==> src/rtl/branch_cmp_pipe.sv <==
// Pipelined MIPS branch/set condition unit: eight compare modes, LATENCY register stages,
// hazard-unit stall/flush. Optional taken-result counter under macro BRANCH_STAT_EN.
module branch_cmp_pipe #(
  parameter int WIDTH   = 32,
  parameter int LATENCY = 1,
  parameter int CNT_W   = 32
) (
  input  logic             clk,
  input  logic             reset,
  input  logic [WIDTH-1:0] a,
  input  logic [WIDTH-1:0] b,
  input  logic [2:0]       mode,
  input  logic             valid_in,
  input  logic             stall,
  input  logic             flush,
  output logic             valid_out,
  output logic             taken,
  output logic             eq,
  output logic             eqz,
  output logic             ltz
`ifdef BRANCH_STAT_EN
  ,
  output logic [CNT_W-1:0] taken_cnt
`endif
);

  typedef enum logic [2:0] {
    MODE_EQ  = 3'd0,
    MODE_NE  = 3'd1,
    MODE_LEZ = 3'd2,
    MODE_GTZ = 3'd3,
    MODE_LTZ = 3'd4,
    MODE_GEZ = 3'd5,
    MODE_LT  = 3'd6,
    MODE_LTU = 3'd7
  } mode_e;

  typedef struct packed {
    logic valid;
    logic taken;
    logic eq;
    logic eqz;
    logic ltz;
  } stage_t;

  stage_t s1_d;
  stage_t stage_d [LATENCY];
  stage_t stage_q [LATENCY];

  logic eq_c, eqz_c, ltz_c, lt_c, ltu_c, cond_c;

  // Flag computation for the capture stage; an invalid slot carries all-zero flags.
  always_comb begin
    // NOTE: every combinational output gets a default first so no path can infer a latch.
    s1_d   = '0;
    eq_c   = (a == b);
    eqz_c  = (a == '0);
    ltz_c  = a[WIDTH-1];
    lt_c   = ($signed(a) < $signed(b));
    ltu_c  = (a < b);
    cond_c = 1'b0;
    case (mode_e'(mode))
      MODE_EQ:  cond_c = eq_c;
      MODE_NE:  cond_c = ~eq_c;
      MODE_LEZ: cond_c = ltz_c | eqz_c;
      MODE_GTZ: cond_c = ~ltz_c & ~eqz_c;
      MODE_LTZ: cond_c = ltz_c;
      MODE_GEZ: cond_c = ~ltz_c;
      MODE_LT:  cond_c = lt_c;
      MODE_LTU: cond_c = ltu_c;
      default:  cond_c = 1'b0;
    endcase
    if (valid_in) begin
      s1_d = '{valid: 1'b1, taken: cond_c, eq: eq_c, eqz: eqz_c, ltz: ltz_c};
    end
  end

  // Flush beats stall, so inputs presented while both are high are dropped.
  always_comb begin
    for (int k = 0; k < LATENCY; k++) begin
      stage_d[k] = stage_q[k];
    end
    if (flush) begin
      for (int k = 0; k < LATENCY; k++) begin
        stage_d[k] = '0;
      end
    end else if (!stall) begin
      stage_d[0] = s1_d;
      for (int k = 1; k < LATENCY; k++) begin
        stage_d[k] = stage_q[k-1];
      end
    end
  end

  always_ff @(posedge clk) begin
    // NOTE: sequential state uses non-blocking assignments so all stages update from pre-edge values.
    if (reset) begin
      for (int k = 0; k < LATENCY; k++) begin
        stage_q[k] <= '0;
      end
    end else begin
      for (int k = 0; k < LATENCY; k++) begin
        stage_q[k] <= stage_d[k];
      end
    end
  end

  assign valid_out = stage_q[LATENCY-1].valid;
  assign taken     = stage_q[LATENCY-1].taken;
  assign eq        = stage_q[LATENCY-1].eq;
  assign eqz       = stage_q[LATENCY-1].eqz;
  assign ltz       = stage_q[LATENCY-1].ltz;

`ifdef BRANCH_STAT_EN
  logic [CNT_W-1:0] cnt_d, cnt_q;

  // A result is consumed only on an edge where it actually leaves the final stage.
  always_comb begin
    cnt_d = cnt_q;
    if (valid_out && taken && !stall && !flush) begin
      cnt_d = cnt_q + CNT_W'(1);
    end
  end

  always_ff @(posedge clk) begin
    if (reset) begin
      cnt_q <= '0;
    end else begin
      cnt_q <= cnt_d;
    end
  end

  assign taken_cnt = cnt_q;
`endif

endmodule

==> config.mk <==
export PLATFORM = sky130hd
export DESIGN_NAME = branch_cmp_pipe
export DESIGN_NICKNAME = d
export VERILOG_FILES = /design/src/rtl/branch_cmp_pipe.sv
export SDC_FILE = /design/constraint.sdc
export NUM_CORES = 1
export LEC_CHECK = 0
export ABC_CLOCK_PERIOD_IN_PS = 1600
export BUFFER_PORTS_ARGS = -buffer_cell sky130_fd_sc_hd__buf_4
export CELL_PAD_IN_SITES_DETAIL_PLACEMENT = 1
export CELL_PAD_IN_SITES_GLOBAL_PLACEMENT = 1
export CORE_UTILIZATION = 26
export CTS_CLUSTER_SIZE = 8
export DETAILED_ROUTE_END_ITERATION = 7
export PLACE_DENSITY = 0.73
export SKIP_CTS_REPAIR_TIMING = 1
export SLEW_MARGIN = 20
export SYNTH_ARGS = -nofsm -noshare
export SYNTH_HDL_FRONTEND = slang
export SYNTH_SLANG_ARGS = --single-unit
==> constraint.sdc <==
create_clock -name clk -period 1.6 [get_ports clk]
set_clock_uncertainty 0.15 [all_clocks]
set_input_delay 0 -clock clk [delete_from_list [all_inputs] [get_ports clk]]
set_output_delay 0 -clock clk [all_outputs]
set_load 0.01 [all_outputs]
==> flow_metrics.py, run 1 <==
metrics = {
    "outcome": {
        "status": "complete, but fails checks",
        "violations": "negative hold slack, negative setup slack",
    },
    "synthesis": {
        "syn_inst": 157,
        "async_flop_share": 0,
        "syn-num-nets": 261,
        "ys_seq_area_frac": 0.0842,
        "yosys.area.top_type": "ha_1",
        "avgSynthCellArea_um2": 7.57,
        "synth_edf_count": 0,
        "ys_warn_count": 0,
        "synth_top_area_frac": 0.337,
        "syn_area_um2": 1190,
        "synth_seq_cells": 5,
        "netlist-cell-type-count": 31,
        "ys_top_cells_by_area": "ha_1 34%, inv_1 11%, dfxtp_1 8.4%",
        "synthFlopType": "dfxtp_1",
    },
    "floorplan": {
        "start_util": 0.271,
        "die_h_um": 69.6,
        "core-area_um2": 4380,
        "design.die.area_um2": 4850,
        "die_width_um": 69.6,
        "ios": 77,
        "placementRows": 24,
    },
    "timing": {
        "worst_pin_slew_ns": 0.406,
        "worst_slack_ns": -0.109,
        "fmax_ghz": 0.585,
        "max_slew_margin": 0.727,
        "fin_crit_sh": 1.07,
        "hold_slack_ns": -0.00846,
        "final-hold-violation-count": 1,
        "period_needed_ns": 1.71,
        "rsz0062_at_grt": "true",
        "drv_slew": 0,
        "setup_viol": 1,
    },
    "critical_path": {
        "cp_max_fo": 3,
        "slowest_stage": "nor4_1",
        "critPathKind": "primary input to flip-flop",
        "crit_required_ns": 1.56,
        "critPathMaxStageDelay_ns": 0.41,
        "endpoint_kind": "flip-flop",
        "startpoint_type": "primary input",
        "crit_arrival_ns": 1.67,
        "cp_top_family": "simple AND/OR/NAND/NOR gates",
        "critPathBufInv": 1,
        "crit_path_cell_trace": "buf_4, nor4_1, nand4_1, or2_2, a21boi_0, o21ai_0, a31oi_1, o21ai_1",
    },
    "grt": {
        "grt_usage": 0.164,
        "grt_max_degree": 8,
        "grt_pass1_wl_um": 6620,
        "grt.overflow.total": 0,
        "antenna_found_initial": 0,
        "grt_pass1_vias": 1543,
    },
    "finish": {
        "final_nets": 366,
        "reg_top3": "stage_q x5",
        "final_common_cell": "buf_4",
        "multi_input_area_um2": 1210,
        "final_cell_mix": "77 x buf_4, 23 x inv_1, 18 x ha_4, 16 x a21oi_1, 15 x buf_6",
        "antenna_cells": 0,
        "area_delta_synth_final_pct": 104,
        "fillers": 517,
        "drive_above_1_share": 0.529,
        "largest_register": "stage_q",
        "regArea_um2": 100,
        "largest_reg_flops": 5,
    },
    "placement": {
        "place.port_buffers": 76,
        "place.gp.congestion": 0.840,
        "dpl.hpwl_um": 3500,
    },
    "clock_tree": {
        "root_buffer": "clkbuf_8",
        "clk_pin_slew_worst_paths_ns": 0.04,
        "clock_sinks": 5,
        "cts_buffers": 3,
        "cts_max_level": 1,
        "cts_tree": "yes",
        "worstSkewPairLatency_ns": 0.23,
        "cts_buffer_depth": 2,
    },
    "routing": {
        "dr.pass1.iters": 4,
        "wl_um": 4710,
        "viasPerCell": 5.00,
        "drt_iter0_markers": 21,
        "drtAntennaViolNets": 0,
        "vias": 1564,
        "drc": 0,
        "routedWlPerCell_um": 15.0,
    },
    "power": {
        "vdd_ir_drop_max_mv": 0.271,
        "power_uw": 931,
        "powerDensity_nw_per_um2": 384,
        "leakagePower_nw": 1.15,
    },
    "worst_hold_path": {
        "hold_class": "primary input to flip-flop",
    },
    "flow_run": {
        "maxCapViolations": 0,
    },
}
metal layers:
metal | share of wire | GRT usage
met1 | 0.39 | 0.189
met4 | 0.015 | 0.0333
met5 | 0 | 0
met3 | 0.045 | 0.0291
met2 | 0.56 | 0.314
Yosys cell counts, types with 2 or more instances:
master,count
inv_1,35
ha_1,32
a21oi_1,16
nand2_1,9
nor4_1,8
nor3_1,7
nand4_1,6
dfxtp_1,5
nand3_1,4
nand4_2,4
nor2_1,4
o21ai_0,4
a211oi_1,3
a221oi_1,2
o211ai_1,2
power breakdown:
group / internal (mW) / switching [mW] / total, mW
registers: 0.127 / 0.00143 / 0.129
logic: 0.320 / 0.239 / 0.559
clock network: 0.168 / 0.0755 / 0.244
metrics by stage:
| step | worst slack [ns] | cells | TNS [ns] | util | cell area [um2] |
|---|---|---|---|---|---|
| floorplan | -0.0142 | 157 | -0.0142 | - | 1250 |
| global placement | -0.249 | 300 | -0.387 | 0.455 | 2000 |
| detailed placement | -0.273 | 300 | -0.466 | 0.455 | 2000 |
| CTS | -0.0527 | 304 | -0.0527 | 0.466 | 2040 |
| global route | -0.243 | 313 | -0.364 | 0.553 | 2430 |
| finish | -0.109 | 313 | -0.109 | 0.553 | 2430 |
worst paths after layout:
check / cells after the start / slack [ns] / from / endpoint
setup / recovery: 8 / -0.11 / a[23] / stage_q[0][3]$_SDFFE_PP0N_
hold / removal: 3 / -0.008 / stall / stage_q[0][1]$_SDFFE_PP0N_
setup reg to reg: 3 / 0.08 / stage_q[0][0]$_SDFFE_PP0N_ / stage_q[0][0]$_SDFFE_PP0N_
hold reg to reg: 2 / 0.33 / stage_q[0][4]$_SDFFE_PP0N_ / stage_q[0][4]$_SDFFE_PP0N_
cell families (layout without fill, tap and decap cells):
| kind of cell | Yosys count | after routing | share of synthesized area |
|---|---|---|---|
| flip-flops | 5 | 5 | 0.0842 |
| AO/OA/AOI/OAI | 36 | 36 | 0.209 |
| adder cells (fa/ha/maj) | 32 | 32 | 0.337 |
| buffers and inverters | 35 | 139 | 0.111 |
| AND/OR/NAND/NOR | 49 | 49 | 0.259 |
tightest hold or removal path: stages:
cell     delay (ns)
buf_4          0.11
a21oi_1        0.08
nor3_1         0.13
cell type report:
cell class | instances | share of cell area
multi-input cells | 117 | 0.500
clock buffers | 3 | 0.0170
well taps | 52 | 0.0268
flip-flops and latches | 5 | 0.0413
repair buffers | 100 | 0.345
inverters | 35 | 0.0676
clock inverters | 1 | 0.00206
Note: power is estimated with default switching activity, not from simulation.
==> run 2: changes to the inputs <==
Settings changed: MAX_ROUTING_LAYER set to met4.
==> flow_metrics.py, run 2 (synthesized netlist as in run 1, its figures left out) <==
metrics = {
    "floorplan": {
        "design.die.area_um2": 4850,
        "die_width_um": 69.6,
        "core-area_um2": 4380,
        "die_h_um": 69.6,
        "placementRows": 24,
        "start_util": 0.271,
        "ios": 77,
    },
    "grt": {
        "grt_usage": 0.169,
        "grt.overflow.total": 0,
        "antenna_found_initial": 0,
        "grt_pass1_vias": 1543,
        "grt_max_degree": 8,
        "grt_pass1_wl_um": 6620,
    },
    "finish": {
        "final_cell_mix": "77 x buf_4, 23 x inv_1, 18 x ha_4, 16 x a21oi_1, 15 x buf_6",
        "fillers": 517,
        "final_cell_area_um2": 2430,
        "largest_register": "stage_q",
        "area_delta_synth_final_pct": 104,
        "drive_above_1_share": 0.529,
        "final_common_cell": "buf_4",
        "reg_top3": "stage_q x5",
        "fin_util": 0.553,
        "largest_reg_flops": 5,
        "antenna_cells": 0,
        "final_nets": 366,
    },
    "routing": {
        "vias": 1564,
        "wl_um": 4710,
        "drtAntennaViolNets": 0,
        "drc": 0,
        "routedWlPerCell_um": 15.0,
        "drt_iter0_markers": 33,
        "viasPerCell": 5.00,
        "dr.pass1.iters": 4,
    },
    "power": {
        "leakagePower_nw": 1.15,
        "vdd_ir_drop_max_mv": 0.271,
        "powerDensity_nw_per_um2": 384,
        "power_uw": 931,
    },
    "timing": {
        "worst_pin_slew_ns": 0.406,
        "hold_slack_ns": -0.00846,
        "drv_slew": 0,
        "rsz0062_at_grt": "true",
        "timing.setup.tns_ns": -0.109,
        "fin_crit_sh": 1.07,
        "fmax_ghz": 0.585,
        "final-hold-violation-count": 1,
        "period_needed_ns": 1.71,
        "max_slew_margin": 0.727,
        "setup_viol": 1,
        "worst_slack_ns": -0.109,
    },
    "clock_tree": {
        "clock_sinks": 5,
        "root_buffer": "clkbuf_8",
        "cts_tree": "yes",
        "cts_buffers": 3,
        "worstSkewPairLatency_ns": 0.23,
        "cts_max_level": 1,
        "cts_buffer_depth": 2,
        "clk_pin_slew_worst_paths_ns": 0.04,
    },
    "placement": {
        "place.port_buffers": 76,
        "dpl.hpwl_um": 3500,
        "place.gp.congestion": 0.853,
        "place_area_um2": 2000,
        "pre_cts_slack_ns": -0.273,
    },
    "critical_path": {
        "startpoint_type": "primary input",
        "crit_arrival_ns": 1.67,
        "cp_max_fo": 3,
        "endpoint_kind": "flip-flop",
        "critPathKind": "primary input to flip-flop",
        "crit_required_ns": 1.56,
    },
    "flow_run": {
        "maxCapViolations": 0,
    },
    "worst_hold_path": {
        "hold_class": "primary input to flip-flop",
    },
    "outcome": {
        "violations": "negative hold slack, negative setup slack",
        "status": "complete, but fails checks",
    },
}
[run 2: cell counts in the layout (fill, tap and decap cells not counted)]
No cell type changed its count.
[run 2: report_power, final]
part / leakage, nW / switching, mW / internal (mW)
Clock: 0.0255 / 0.0755 / 0.168
Combinational: 1.08 / 0.239 / 0.320
Sequential: 0.0404 / 0.00143 / 0.127
[run 2: layer usage]
metal / GRT usage / share of wire
met5: - / 0
met4: 0.0333 / 0.015
met3: 0.0291 / 0.044
met2: 0.314 / 0.56
met1: 0.189 / 0.39
[run 2: worst paths after layout]
path,start,endpoint,slack (ns),depth (start not counted)
worst max register to register,stage_q[0][0]$_SDFFE_PP0N_,stage_q[0][0]$_SDFFE_PP0N_,0.08,3
worst min register to register,stage_q[0][4]$_SDFFE_PP0N_,stage_q[0][4]$_SDFFE_PP0N_,0.33,2
worst min-delay path,stall,stage_q[0][1]$_SDFFE_PP0N_,-0.008,3
worst max-delay path,a[23],stage_q[0][3]$_SDFFE_PP0N_,-0.11,8
[run 2: metrics by stage]
stage / hold slack, ns / std cells
floorplan: -0.0772 / 157
detailed placement: 0.0918 / 300
finish: -0.00846 / 313
CTS: -0.146 / 304
global route: 0.0247 / 313
global placement: 0.0905 / 300
[run 2: layout make-up]
type / count / area (um2) / area share
clock buffers: 3 / 41.3 / 0.0170
clock inverters: 1 / 5.00 / 0.00206
inverters: 35 / 164 / 0.0676
multi-input cells: 117 / 1210 / 0.500
flip-flops and latches: 5 / 100 / 0.0413
well taps: 52 / 65.1 / 0.0268
repair buffers: 100 / 837 / 0.345
[run 2: critical path: stages]
cell and delay, ns:
buf_4 0.13, nor4_1 0.41, nand4_1 0.21, or2_2 0.38
a21boi_0 0.20, o21ai_0 0.11, a31oi_1 0.16, o21ai_1 0.07
